--- src/rtl/sanduba_pkg.sv ---
// Shared types and defaults for the sandwich-machine front end.
package sanduba_pkg;

  typedef enum logic [1:0] {
    IDLE  = 2'd0,
    ISSUE = 2'd1,
    HOLD  = 2'd2
  } state_e;

  // Request vector bit order is {dev, r_green, r_atum, r_bacon}.
  typedef logic [3:0] req_t;

  localparam int REQ_DEV   = 3;
  localparam int REQ_GREEN = 2;
  localparam int REQ_ATUM  = 1;
  localparam int REQ_BACON = 0;

  localparam int DEFAULT_DEBOUNCE_CYCLES = 4;
  localparam int DEFAULT_COIN_PEND_MAX   = 3;

endpackage

--- src/rtl/sanduba_debounce.sv ---
// One raw input: 2-flop synchronizer, debounce counter, rising-edge event.
module sanduba_debounce #(
  parameter int DEBOUNCE_CYCLES = 4
) (
  input  logic clock,
  input  logic reset,
  input  logic raw_i,
  output logic event_o
);

  localparam int CNT_W = $clog2(DEBOUNCE_CYCLES + 1);

  logic             sync1_q, sync2_q;
  logic             level_q, prev_q;
  logic [CNT_W-1:0] cnt_q;

  always_ff @(posedge clock or posedge reset) begin
    if (reset) begin
      sync1_q <= 1'b0;
      sync2_q <= 1'b0;
    end else begin
      sync1_q <= raw_i;
      sync2_q <= sync1_q;
    end
  end

  // The counter tracks how many consecutive samples disagree with the level.
  always_ff @(posedge clock or posedge reset) begin
    if (reset) begin
      level_q <= 1'b0;
      prev_q  <= 1'b0;
      cnt_q   <= '0;
    end else begin
      prev_q <= level_q;
      if (sync2_q == level_q) begin
        cnt_q <= '0;
      end else if (cnt_q == CNT_W'(DEBOUNCE_CYCLES - 1)) begin
        level_q <= sync2_q;
        cnt_q   <= '0;
      end else begin
        cnt_q <= cnt_q + 1'b1;
      end
    end
  end

  assign event_o = level_q & ~prev_q;

endmodule

--- src/rtl/sanduba_front.sv ---
// Front end: debounced coin/button events queued and issued one selection at a time.
module sanduba_front
  import sanduba_pkg::*;
#(
  parameter int DEBOUNCE_CYCLES = DEFAULT_DEBOUNCE_CYCLES,
  parameter int COIN_PEND_MAX   = DEFAULT_COIN_PEND_MAX
) (
  input  logic clock,
  input  logic reset,
  input  logic coin_raw,
  input  logic btn_dev_raw,
  input  logic btn_green_raw,
  input  logic btn_atum_raw,
  input  logic btn_bacon_raw,
  input  logic busy,
  output logic m100,
  output logic dev,
  output logic r_green,
  output logic r_atum,
  output logic r_bacon,
  output logic coin_reject
);

  localparam int PEND_W = $clog2(COIN_PEND_MAX + 1);

  logic              coin_ev;
  req_t              btn_raw, btn_ev;
  state_e            state_q;
  logic              sel_coin_q;
  req_t              sel_req_q;
  logic [PEND_W-1:0] pend_q, pend_d;
  req_t              req_q, req_d;
  logic              issue, coin_inc, coin_dec;

  assign btn_raw = {btn_dev_raw, btn_green_raw, btn_atum_raw, btn_bacon_raw};

  sanduba_debounce #(.DEBOUNCE_CYCLES(DEBOUNCE_CYCLES)) u_coin_db (
    .clock  (clock),
    .reset  (reset),
    .raw_i  (coin_raw),
    .event_o(coin_ev)
  );

  for (genvar b = 0; b < 4; b++) begin : g_btn
    sanduba_debounce #(.DEBOUNCE_CYCLES(DEBOUNCE_CYCLES)) u_btn_db (
      .clock  (clock),
      .reset  (reset),
      .raw_i  (btn_raw[b]),
      .event_o(btn_ev[b])
    );
  end

  assign issue = (state_q == ISSUE) && !busy;

  // A coin arriving while full is only kept if a coin leaves in the same cycle.
  always_comb begin
    coin_dec = issue && sel_coin_q;
    coin_inc = coin_ev && ((pend_q != PEND_W'(COIN_PEND_MAX)) || coin_dec);
    pend_d   = pend_q;
    if (coin_inc && !coin_dec) begin
      pend_d = pend_q + 1'b1;
    end else if (!coin_inc && coin_dec) begin
      pend_d = pend_q - 1'b1;
    end
    req_d = (issue ? (req_q & ~sel_req_q) : req_q) | btn_ev;
  end

  always_ff @(posedge clock or posedge reset) begin
    if (reset) begin
      pend_q <= '0;
      req_q  <= '0;
    end else begin
      pend_q <= pend_d;
      req_q  <= req_d;
    end
  end

  // Coins win the selection so that a refund request already sees all credit.
  always_ff @(posedge clock or posedge reset) begin
    if (reset) begin
      state_q    <= IDLE;
      sel_coin_q <= 1'b0;
      sel_req_q  <= '0;
    end else begin
      case (state_q)
        IDLE: begin
          if (!busy && ((pend_q != '0) || (req_q != '0))) begin
            state_q    <= ISSUE;
            sel_coin_q <= (pend_q != '0);
            sel_req_q  <= (pend_q != '0) ? '0 : req_q;
          end
        end
        ISSUE:   state_q <= busy ? IDLE : HOLD;
        HOLD:    state_q <= IDLE;
        default: state_q <= IDLE;
      endcase
    end
  end

  assign m100        = issue && sel_coin_q;
  assign dev         = issue && sel_req_q[REQ_DEV];
  assign r_green     = issue && sel_req_q[REQ_GREEN];
  assign r_atum      = issue && sel_req_q[REQ_ATUM];
  assign r_bacon     = issue && sel_req_q[REQ_BACON];
  assign coin_reject = (pend_q == PEND_W'(COIN_PEND_MAX));

endmodule

--- config.mk ---
export PLATFORM = sky130hd
export DESIGN_NAME = sanduba_front
export DESIGN_NICKNAME = d
export VERILOG_FILES = /design/src/rtl/sanduba_pkg.sv /design/src/rtl/sanduba_debounce.sv /design/src/rtl/sanduba_front.sv
export SDC_FILE = /design/constraint.sdc
export NUM_CORES = 1
export LEC_CHECK = 0
export ABC_CLOCK_PERIOD_IN_PS = 3700
export CAP_MARGIN = 20
export CORE_MARGIN = 3
export CORE_UTILIZATION = 35
export CTS_CLUSTER_DIAMETER = 40
export DETAILED_ROUTE_END_ITERATION = 10
export DONT_BUFFER_PORTS = 1
export HOLD_SLACK_MARGIN = 0.05
export PLACE_DENSITY = 0.57
export SETUP_SLACK_MARGIN = 0.02
export SYNTH_ARGS = -nofsm -noshare
export SYNTH_HDL_FRONTEND = slang
export SYNTH_SLANG_ARGS = --single-unit
--- constraint.sdc ---
create_clock -name clock -period 3.7 [get_ports clock]
set_input_delay 1.11 -clock clock [delete_from_list [all_inputs] [get_ports clock]]
set_output_delay 1.11 -clock clock [all_outputs]
set_load 0.1 [all_outputs]
==> run_results.csv, run 1 <==
group,metric,value,unit
layout,drive_gt1_share,12.6,%
synthesis,avgSynthCellArea,13.6,um2
setup_path,critPathArrivalTime,1.96,ns
grt,antenna_found_initial,0,
timing,report.final.slew_viol_count,0,
grt,grt_pass1_vias,1040,
routing,drt-total-wl,2570,um
clock_tree,clockRootBuffer,"clkbuf_8",
setup_path,cp_max_fo,6,
clock_tree,htree_levels,2,
routing,ant_nets,0,
synthesis,synth_top_cells_by_area,"dfrtp_1 (68%), ha_1 (4.2%), nor3b_1 (3.0%)",
grt,track_usage,10.1,%
clock_tree,cts.repair.resized,0,
setup_path,start_kind,"primary input",
timing,hold_violations,0,
routing,drtIter0Drc,28,
power_and_ir_drop,pwr-share-clk,21.2,%
layout,syn_to_final_growth,12.2,%
floorplanning,dieArea,5950,um2
synthesis,yosysWarnings,0,
grt,grt_pass1_wl,4670,um
layout,antenna_cells,0,
place,io_buffers,0,
clock_tree,clkTransAtPathRegs,0.08,ns
setup_path,critical_path.slowest_cell,"nor3b_2",
routing,viasPerCell,4.51,
floorplanning,start_util,36.8,%
run,maxCapViolations,0,
synthesis,synth_area_leader_cell,"dfrtp_1",
timing,max_slew.worst_pin.slew,0.946,ns
setup_path,path_class,"in2out",
power_and_ir_drop,p_leak,0.000926,uW
setup_path,required,2.59,ns
setup_path,cp_slowest_stage_delay,0.33,ns
floorplanning,die_y,77.1,um
synthesis,synthCells,130,
setup_path,crit_path_end_kind,"primary output",
layout,final_util,41.2,%
floorplanning,rows,25,
synthesis,syn-cell-area,1770,um2
routing,wl_per_cell,12.2,um
synthesis,ys_ff_latch,48,
clock_tree,cts_buffer_depth,2,
run_status,status,"finished clean",
timing,relSlewSlack,36.9,%
synthesis,synth.yosys.seq_area_share,67.8,%
timing,rsz0062_at_grt,"false",
synthesis,ys_types,26,
place,dp_hpwl,1800,um
clock_tree,tritoncts,"yes",
power_and_ir_drop,p_per_area,742,nW/um2
hold_path,hold_class,"reg2reg",
timing,max_clock_freq,325,MHz
clock_tree,clkLatencyLatePin,0.29,ns
floorplanning,io-pin-count,14,
timing,min_period,3.07,ns
power_and_ir_drop,irDropWorstVdd,0.253,mV
synthesis,netlist.area_leader.share,67.8,%
power_and_ir_drop,sw_frac_of_total,33.2,%
floorplanning,die_x,77.1,um
clock_tree,numCtsBuffers,5,
synthesis,syn_nets,144,
timing,period_share,83.0,%
layout,nNetsFinal,156,
timing,setup_violations,0,
place,gp_congestion,0.774,
routing,dr.pass1.iters,3,
routing,vias,947,
grt,grt_max_degree,49,
power_and_ir_drop,power_frac_seq,53.9,%
clock_tree,postCtsSetupBuffers,0,
setup_path,cp_cell_sequence,"nor3b_2 -> nand2_1 -> inv_1 -> buf_4",
power_and_ir_drop,power.share.combinational,24.8,%
power_and_ir_drop,power.switching,490,uW
floorplanning,core,4820,um2
timing,clock_skew,0.00468,ns
power_and_ir_drop,power.internal,984,uW
timing,fin_setup_tns,0,ns
grt,grt_overflow_total,0,
routing,post-route-drc-count,0,
clock_tree,ctsHoldBuffers,0,
clock_tree,cts.sinks,48,
[layout by cell type, fill, tap and decap left out, drive strengths merged, types with 6 or more instances in the layout]
master	synthesis	final
nor2b	8	8
inv	10	10
nor3b	8	8
xnor2	6	6
nor3	6	6
o21ai	6	6
clkbuf	0	7
dfrtp	48	48
ha	6	6
[sequential cells by signal, summed over array words and instances, names as in the netlist]
| register | cells |
|---|---|
| u_coin_db.cnt_q | 3 |
| g_btn.u_btn_db.prev_q | 4 |
| g_btn.u_btn_db.level_q | 4 |
| u_coin_db.sync1_q | 1 |
| sel_req_q | 4 |
| g_btn.u_btn_db.sync1_q | 4 |
| state_q | 2 |
| g_btn.u_btn_db.cnt_q | 12 |
| pend_q | 2 |
| u_coin_db.sync2_q | 1 |
| u_coin_db.level_q | 1 |
| sel_coin_q | 1 |
| req_q | 4 |
| g_btn.u_btn_db.sync2_q | 4 |
| u_coin_db.prev_q | 1 |
[area by class of cell]
cell class                 count  area (um2)
sequential                    48        1200
multi-input combinational     72         532
inverter                      10        37.5
clock buffer                   7        86.3
clock inverter                 1        7.51
tap                           67        83.8
timing repair buffer           5        37.5
fill                         461        2830
[synth_stat cells]
cell and n:
a21oi_1 1, a22o_1 5, and2_1 4, and2_2 1, and2b_1 1, dfrtp_1 48, ha_1 6, inv_1 10
mux2_2 1, nand2_1 5, nand2b_1 1, nor2_1 1, nor2b_1 8, nor3_1 5, nor3_2 1, nor3b_1 7
nor3b_2 1, o21ai_0 4, o21ai_1 2, o22ai_1 4, o31a_1 1, o41ai_1 3, or2_1 1, or4_4 1
xnor2_1 6, xor2_1 2
[logic make-up after synthesis]
group / after synthesis / synth area share, %
flip-flops: 48 / 67.8
AO/OA/AOI/OAI: 20 / 7.84
buffers and inverters: 10 / 2.12
XOR/XNOR: 8 / 3.96
AND/OR/NAND/NOR: 37 / 13.4
multiplexers: 1 / 0.636
adder cells (fa/ha/maj): 6 / 4.24
[power by group through the flow]
stage          Sequential, uW  Combinational, uW  Clock (uW)
3_3_place_gp              796                351           0
5_1_grt                   821                418         352
4_1_cts                   797                374         329
3_5_place_dp              808                368           0
6_report                  795                366         313
2_1_floorplan             773                314           0
[worst paths after layout]
path / start / end / slack [ns] / cells past startpoint
max in group asynchronous: reset / req_q[1] / 2.21 / 1
hold reg to reg: g_btn[1].u_btn_db.sync1_q / g_btn[1].u_btn_db.sync2_q / 0.35 / 0
setup / recovery: busy / m100 / 0.63 / 4
min in group asynchronous: reset / g_btn[2].u_btn_db.sync2_q / 0.91 / 1
setup reg to reg: pend_q[0] / pend_q[1] / 1.90 / 6
hold / removal: g_btn[1].u_btn_db.sync1_q / g_btn[1].u_btn_db.sync2_q / 0.35 / 0
[metal layers]
metal | wire length [um] | up-vias | global-route usage (%) | part of all wire, %
li1 | - | 465 | - | -
met1 | 1160 | 464 | 11.8 | 45
met2 | 1230 | 14 | 16.2 | 48
met3 | 132 | 4 | 4.23 | 5.1
met4 | 46 | 0 | 4.27 | 1.8
met5 | 0 | - | 0 | 0
[critical path, delay by kind of cell]
family | cells | cell delay [ns]
buffers and inverters | 2 | 0.35
and+or+nand+nor | 2 | 0.49
[metrics by stage]
| step | power (uW) | worst slack, ns | std cells | instance area [um2] | hold slack, ns |
|---|---|---|---|---|---|
| 2_1_floorplan | 1090 | 0.442 | 130 | 1770 | 0.331 |
| 3_3_place_gp | 1150 | 0.576 | 202 | 1890 | 0.333 |
| 3_5_place_dp | 1180 | 0.595 | 202 | 1890 | 0.341 |
| 4_1_cts | 1500 | 0.597 | 210 | 1990 | 0.360 |
| 5_1_grt | 1590 | 0.528 | 210 | 1990 | 0.376 |
| 6_report | 1470 | 0.628 | 210 | 1990 | 0.355 |
Note: power is estimated with default switching activity, not from simulation.
==> inputs of run 2 (changes only) <==
Settings changed: ABC_CLOCK_PERIOD_IN_PS 3700 to 2600, PLACE_DENSITY 0.57 to 0.59.
Clock period 3.7 ns to 2.6 ns, I/O delays scaled along.
==> run 2 against run 1 <==
Design area up 3.4%. Non-clock buffer count unchanged. Highest routed layer unchanged. Sequential power up 42%. Routed wire length down 2.8%. Critical endpoint unchanged.
==> run_results.csv, run 2 (synthesis gave the netlist of run 1 again) <==
group,metric,value,unit
run_status,status,"finished clean",
layout,regArea,1200,um2
timing,report.final.slew_viol_count,0,
layout,antenna_cells,0,
layout,layout_common_cells,"dfrtp_1 (48), inv_1 (9), nor2b_1 (8)",
clock_tree,ctsHoldBuffers,0,
layout,largest_register_ffs,12,
clock_tree,clockRootBuffer,"clkbuf_8",
place,dp_hpwl,1820,um
timing,period_share,90.3,%
floorplanning,rows,25,
routing,wl_per_cell,11.9,um
grt,track_usage,10.1,%
timing,setup_violations,0,
timing,fin_hold_ws,0.354,ns
timing,max_clock_freq,426,MHz
timing,min_period,2.35,ns
routing,viasPerCell,4.64,
timing,fin_setup_tns,0,ns
hold_path,hold_class,"reg2reg",
layout,drive_gt1_share,15.4,%
layout,multiInputGateArea,537,um2
layout,nNetsFinal,156,
layout,final_area,2050,um2
timing,max_slew.worst_pin.slew,0.944,ns
floorplanning,core,4820,um2
setup_path,path_class,"in2out",
timing,clock_skew,0.00293,ns
setup_path,required,1.82,ns
setup_path,critPathBufInv,2,
place,io_buffers,0,
layout,syn_to_final_growth,16.0,%
place,gp_congestion,0.732,
timing,hold_violations,0,
power_and_ir_drop,p_per_area,1030,nW/um2
setup_path,critical_path.slowest_cell,"nor3b_2",
layout,final_common_cell,"dfrtp_1",
clock_tree,cts.sinks,48,
grt,grt_overflow_total,0,
clock_tree,clkTransAtPathRegs,0.08,ns
setup_path,crit_path_end_kind,"primary output",
grt,antenna_found_initial,0,
floorplanning,start_util,36.8,%
power_and_ir_drop,p_leak,0.000943,uW
clock_tree,postCtsSetupBuffers,0,
routing,post-route-drc-count,0,
floorplanning,dieArea,5950,um2
timing,relSlewSlack,37.0,%
clock_tree,numCtsBuffers,5,
routing,drtIter0Drc,28,
clock_tree,htree_levels,2,
place,dpl_cell_area,1960,um2
setup_path,cp_top_family,"simple AND/OR/NAND/NOR gates",
clock_tree,tritoncts,"yes",
timing,rsz0062_at_grt,"false",
floorplanning,die_y,77.1,um
clock_tree,clkLatencyLatePin,0.29,ns
setup_path,start_kind,"primary input",
grt,grt_pass1_wl,4730,um
routing,dr.pass1.iters,2,
setup_path,cp_cell_sequence,"nor3b_2 -> nand2_1 -> inv_1 -> buf_12",
setup_path,cp_slowest_stage_delay,0.33,ns
clock_tree,cts_buffer_depth,2,
run,maxCapViolations,0,
floorplanning,io-pin-count,14,
power_and_ir_drop,irDropWorstVdd,0.369,mV
floorplanning,die_x,77.1,um
routing,ant_nets,0,
setup_path,critPathArrivalTime,1.57,ns
clock_tree,cts.repair.resized,0,
setup_path,cp_max_fo,6,
grt,grt_pass1_vias,1067,
routing,drt-total-wl,2500,um
routing,vias,975,
layout,regMostFlops,"g_btn.u_btn_db.cnt_q",
grt,grt_max_degree,49,
layout,fillers,481,
==> run 2: layer usage <==
metal / track usage [%] / routed length [um] / up-vias
li1: - / - / 465
met5: 0 / 0 / -
met2: 16.1 / 1240 / 14
met3: 4.11 / 143 / 6
met4: 4.80 / 51 / 0
met1: 12.0 / 1070 / 490
==> run 2: worst reg2reg max path: cells and delay by family (launching register included) <==
family | cells | cell delay (ns)
AOI/OAI and AO/OA | 1 | 0.15
xor gates and xnor gates | 2 | 0.29
adders and majority gates | 1 | 0.22
DFF | 1 | 0.44
and+or+nand+nor | 2 | 0.65
==> run 2: report_power, final <==
part	total, uW	internal (uW)	leakage (uW)	switching, uW
combinational	537	232	0.000307	305
clock	443	216	0.0000445	227
sequential	1130	968	0.000591	157
total	2110	1420	0.000943	689
==> run 2: cell type report <==
class                   count  share of cell area [%]
flip-flops and latches     48                    58.5
repair buffers              5                    4.88
multi-input cells          72                    26.1
inverters                  10                    1.83
clock buffers               7                    4.20
well taps                  67                    4.08
clock inverters             1                   0.366
==> run 2: through the flow <==
stage | setup WS (ns) | utilization, % | cells | total power (uW)
6_report | 0.253 | 42.6 | 210 | 2110
5_1_grt | 0.124 | 42.6 | 210 | 2270
4_1_cts | 0.216 | 42.6 | 210 | 2150
3_5_place_dp | 0.218 | 40.7 | 202 | 1690
3_3_place_gp | 0.196 | 40.7 | 202 | 1650
2_1_floorplan | 0.0889 | - | 130 | 1550
==> run 2: final timing paths <==
| path | startpoint | to | slack (ns) | cells after the start |
|---|---|---|---|---|
| setup / recovery | busy | m100 | 0.25 | 4 |
| hold / removal | u_coin_db.sync1_q | u_coin_db.sync2_q | 0.35 | 0 |
| setup reg to reg | pend_q[0] | pend_q[1] | 0.79 | 6 |
| hold reg to reg | u_coin_db.sync1_q | u_coin_db.sync2_q | 0.35 | 0 |
| max in group asynchronous | reset | g_btn[1].u_btn_db.level_q | 1.44 | 1 |
| min in group asynchronous | reset | g_btn[3].u_btn_db.cnt_q[1] | 0.57 | 1 |
